File: src/rtl/dlx_ifetch.sv
// DLX instruction fetch: owns the fetch PC, captures combinational instruction
// memory data into a small head-ordered buffer, and hands words to decode.
module dlx_ifetch #(
  parameter logic [31:0] RESET_PC   = 32'h0000_0000,
  parameter int          FIFO_DEPTH = 2
) (
  input  logic        clk,
  input  logic        reset,
  output logic [31:0] pc,
  input  logic [31:0] instr,
  output logic        if_valid,
  output logic [31:0] if_instr,
  output logic [31:0] if_pc,
  output logic [31:0] if_npc,
  input  logic        id_ready,
  input  logic        br_taken,
  input  logic [31:0] br_target,
  output logic        misalign,
  output logic [31:0] fetch_count
);

  localparam int CW = $clog2(FIFO_DEPTH + 1);
  localparam int IW = $clog2(FIFO_DEPTH);

  logic [31:0]   fpc;
  logic [31:0]   ent_pc [FIFO_DEPTH];
  logic [31:0]   ent_in [FIFO_DEPTH];
  logic [CW-1:0] count;
  logic [CW-1:0] base;
  logic [IW-1:0] widx;
  logic          pop;
  logic          push;

  // Decode handshake: a word transfers on any cycle where if_valid and
  // id_ready are both high; if_valid never depends on id_ready.
  assign pop  = if_valid & id_ready;
  assign push = !br_taken && ((count < CW'(FIFO_DEPTH)) || pop);
  assign base = count - CW'(pop);
  assign widx = IW'(base);

  assign pc       = fpc;
  assign if_valid = (count != '0);
  assign if_instr = ent_in[0];
  assign if_pc    = ent_pc[0];
  assign if_npc   = ent_pc[0] + 32'd4;

  // Entry 0 is always the head; stale slots are only overwritten when a
  // valid word moves in, so the head outputs hold after the buffer empties.
  always_ff @(posedge clk) begin
    if (reset) begin
      fpc         <= RESET_PC;
      count       <= '0;
      misalign    <= 1'b0;
      fetch_count <= '0;
      for (int i = 0; i < FIFO_DEPTH; i++) begin
        ent_pc[i] <= '0;
        ent_in[i] <= '0;
      end
    end else begin
      misalign <= br_taken & (br_target[1:0] != 2'b00);
      if (pop) fetch_count <= fetch_count + 32'd1;
      if (br_taken) begin
        count <= '0;
        fpc   <= {br_target[31:2], 2'b00};
      end else begin
        for (int i = 0; i < FIFO_DEPTH - 1; i++) begin
          if (pop && ((i + 1) < int'(count))) begin
            ent_pc[i] <= ent_pc[i+1];
            ent_in[i] <= ent_in[i+1];
          end
        end
        if (push) begin
          ent_pc[widx] <= fpc;
          ent_in[widx] <= instr;
          fpc          <= fpc + 32'd4;
        end
        count <= base + CW'(push);
      end
    end
  end

endmodule

File: config.mk
export PLATFORM = sky130hd
export DESIGN_NAME = dlx_ifetch
export DESIGN_NICKNAME = d
export VERILOG_FILES = /design/src/rtl/dlx_ifetch.sv
export SDC_FILE = /design/constraint.sdc
export NUM_CORES = 1
export LEC_CHECK = 0
export CAP_MARGIN = 20
export CORE_MARGIN = 3
export CORE_UTILIZATION = 31
export CTS_CLUSTER_DIAMETER = 120
export DETAILED_ROUTE_END_ITERATION = 16
export HOLD_SLACK_MARGIN = 0.15
export PLACE_DENSITY = 0.53
export REMOVE_ABC_BUFFERS = 1
export SYNTH_ARGS = -nofsm -noshare
export SYNTH_HDL_FRONTEND = slang
export SYNTH_SLANG_ARGS = --single-unit
File: constraint.sdc
create_clock -name clk -period 6.3 [get_ports clk]
set_clock_uncertainty 0.1 [all_clocks]
set_input_delay 1.26 -clock clk [delete_from_list [all_inputs] [get_ports clk]]
set_output_delay 1.26 -clock clk [all_outputs]
set_load 0.01 [all_outputs]
* Yosys cells after proc, flatten, opt, wreduce, memory -nomap -nowiden
Memories as Yosys holds them, arrays and structs flattened.
Cells that the tools add are included.
** Storage, ports and cells
- Logic and storage cells :: 48
- Register bits after elaboration :: 67
- Memories kept :: 2
- Bits in writable memories :: 128
- Input port bits :: 68
** Operators by class
- Bitwise gates (word level) :: 4
- $lt $le $gt $ge :: 2
- Add/sub/neg operators :: 5
- Mux-type cells :: 20
- Reductions and logical operators :: 10
** Memories
- ent_in :: depth 2, width 32, rd ports 2, clocked after memory_dff 0, write ports 2, line 27 : logic [31:0] ent_in [FIFO_DEPTH];
- ent_pc :: depth 2, width 32, rd ports 2, clocked after memory_dff 0, write ports 2, line 26 : logic [31:0] ent_pc [FIFO_DEPTH];
** Operators by type and width (count)
- $mux 32 :: 6
- $add 32x3->32 const B :: 2
- $reduce_or 32->1 :: 2
- $add 32x1->32 const B :: 1
- $mux 1 :: 14
- $reduce_bool 2->1 :: 3
- $add 2x1->2 :: 1
- $and 1x1->1 :: 2
- $logic_and 1x1->1 :: 2
- $lt 1x2->1 const A :: 1
- $lt 2x2->1 const B :: 1
- $or 1x1->1 :: 2
- $reduce_or 2->1 :: 1
- $sub 2x1->2 :: 1
- $logic_not 1->1 :: 1
- $logic_or 1x1->1 :: 1

* Depth between registers and ports, before layout
- Word-level depth :: 10
- Gate-level depth with buffers :: 11
- Gate-level depth less buffers :: 9

* Least setup slack after synthesis
Ideal clock, no wire load.
- Kind :: in2reg
- Start :: input id_ready
- End :: memory ent_in[0][0], enable pin
- Stages :: 7
- Setup time :: 495 ps
- Path slack :: 667 ps
- Arrival time :: 5038 ps
- Buffers on the path :: 1
- Cell sequence :: nand2_1 -> inv_1 -> ha_1 -> clkbuf_1 -> inv_1 -> o21a_1 -> o21bai_1
** RTL lines
- start: declaration :: line 15 : input logic id_ready,
- end: declaration :: line 27

==> impl_results.md <==
* Status: completed
* Clock Power Share at 37.4%
* Most frequent cells in the layout: clkdlybuf4s50_1, edfxtp_1, and2_1
* Antenna-violating nets left at 0
* Slew margin rel. at 38.2%
* # port buffers at 223
* Total Routed Length at 25,500 µm
* Fin crit period at 4340 ps
* Chip height at 175 µm
* Worst EP required at 4940 ps
* Hold Buf Count CTS at 0
* Core footprint at 27,900 µm²
* Initial Util at 31.6%
* GR Util met2 at 25.6%
* Arr. time, crit path at 2980 ps
* Post-CTS setup buffer count at 0
* TNS Setup at 0 ps
* Critical path launch point type: flop
* Die Area at 30,600 µm²
* Worst-Margin Slew at 928 ps
* Peak VDD IR at 0.000155 V
* Overflow after GRT at 0
* Skew-Pair Late Insertion Delay at 430 ps
* Post-synthesis mux area share at 0.113%
* Initial antenna violation count at 2
* Via count at 6,980
* Dominant cell type by area after synthesis: edfxtp_1
* CP Capture Type: output port
* Global-route wire length before repair at 39,300 µm
* Ys flop type: edfxtp_1
* Synthesized area at 8830 µm²
* RD Place Congestion at 0.777
* Met3 Use GR at 4.26%
* Post-synthesis xor/xnor area fraction at 4.46%
* Total track usage at 16.2%
* Hold violation count in the final report at 0
* Comb pwr share at 13.5%
* Via density at 5.07
* Compound-Gate Fraction of Synth Area at 14.3%
* Max-slew violations at 0
* Int Power at 2.22 mW
* Filler cells at 2,690
* DIE WIDTH at 175 µm
* Final setup vio count at 0
* HP Class: flop to flop
* Sequential fraction of the synthesis area at 56.9%
* Clk sinks at 189
* Period utilisation layout at 68.9%
* DRC violations left at 0
* Synthesized area per cell at 11.2 µm²
* Fmax at 0.230 GHz
* P per Cell Area at 253 nW/µm²
* Most used routing layer: met2
* Synth Area in Adders at 0.708%
* Lkg Pwr at 4.12 nW
* Cts bufs inserted at 17
* Reg clk slew, reported paths at 80 ps
* CTS Buffer Depth at 2
* Synth unique cells at 50
* Pre-antenna DRT Iters at 4
* Simple-gate share of the synthesized area at 19.8%
* Multi-input logic area at 3530 µm²
* Diode count at 0
* Post-synth EDFFs at 124
* DRT iter0 DRCs at 453
* P&R area growth vs syn at 36.0%
* Number of gates resized after CTS at 0
* Unrepaired setup endpoints after global routing: no
* Number of synthesized register bits at 189
* Ys Warns at 0
* H-tree levels at 4
* Mapped Cells at 790
* Reg area at 5020 µm²
* Most common cell after layout, fill and taps aside: clkdlybuf4s50_1
* CP max FO at 10
* Layout cells sized above 1 at 5.11%
* Sw Share at 26.9%
* Vias in the first global route at 6,749
* Sw Pwr at 0.816 mW
* Final core occ at 43.0%
* Synth area leaders: edfxtp_1, dfxtp_1, a22o_1
* Detailed placer's ending HPWL at 17,200 µm
* TritonCTS clock tree: built
* Main combinational cell family by area after synthesis: simple AND/OR/NAND/NOR gates
* Max-cap viol count at 0
* Crit path kind: flop to output port
* Ports at 230
* Post-synth ARST share at 0%
* Clock Tree Root: clkbuf_16
* Row count at 61
* Post-DR wirelength/cell at 18.5 µm
* Flop pwr share at 49.0%
* Total Nets Final at 1,058
* Area fraction of the dominant cell type after synthesis at 42.2%
* Largest net degree at the start of global routing at 63
* Met1 usage in global routing at 22.6%
power groups by stage:
stage / Clock (mW) / Sequential [mW] / Combinational [mW]
after floorplan: 0 / 1.53 / 0.127
after global placement: 0 / 1.52 / 0.416
after detailed placement: 0 / 1.52 / 0.417
after CTS: 1.16 / 1.49 / 0.418
after global routing: 1.22 / 1.50 / 0.440
final: 1.14 / 1.49 / 0.411
area by class of cell:
type	count	share of cell area (%)
clock buffers	17	3.54
multi-input cells	528	29.4
inverters	19	0.594
clock inverters	15	1.71
repair buffers	230	19.0
flip-flops and latches	189	41.8
well taps	378	3.94
metal layers:
layer	vias up	wire length [µm]
met5	-	22
met4	4	298
met3	23	1400
met2	197	11600
met1	3347	12200
li1	3409	-
metrics by stage:
stage / hold slack, ps / total power, mW / instance area (µm²) / setup slack (ps) / instances
floorplan: 390 / 1.66 / 8600 / 554 / 736
global placement: 373 / 1.93 / 11400 / 2180 / 1344
detailed placement: 377 / 1.94 / 11400 / 2120 / 1344
CTS: 396 / 3.07 / 12000 / 1830 / 1376
global route: 426 / 3.16 / 12000 / 1670 / 1376
finish: 391 / 3.04 / 12000 / 1960 / 1376
kinds of logic after synthesis:
kind of cell | count (synthesis)
AND/OR/NAND/NOR | 305
flip-flops | 189
AO/OA/AOI/OAI | 166
buffers and inverters | 78
XOR/XNOR | 45
adder cells (fa/ha/maj) | 5
other | 1
multiplexers | 1
cell usage after synthesis (15+ instances only):
library cell,instances
a311oi_1,17
a21oi_1,24
nand3_1,27
or4_1,29
inv_1,19
and4_1,16
nand4_1,27
edfxtp_1,124
clkbuf_1,50
nor4_1,15
dfxtp_1,65
nand2_1,41
o31ai_1,28
a22o_1,62
xor2_1,27
xnor2_1,18
nor2_1,39
and2_1,67
nor3_1,15
path summary, 6_finish.rpt:
kind                         from               to  slack, ps  cells past startpoint
setup / recovery     ent_pc[0][2]       if_npc[28]       1960                      6
hold / removal    fetch_count[31]  fetch_count[31]        390                      2
setup reg to reg         count[1]    ent_pc[0][23]       3250                      8
hold reg to reg   fetch_count[31]  fetch_count[31]        390                      2
flip-flops by register name (all words and copies together), names as in the netlist:
signal,cells
ent_in,64
ent_pc,60
fetch_count,32
pc,30
count,2
misalign,1
worst max-delay path, cell delays in order (launching register included):
cell	delay (ps)
edfxtp_1	410
ha_1	220
and4_1	270
nand3_1	460
nor4_1	460
xor2_1	170
clkdlybuf4s50_1	550
Note: power is estimated with default switching activity, not from simulation.
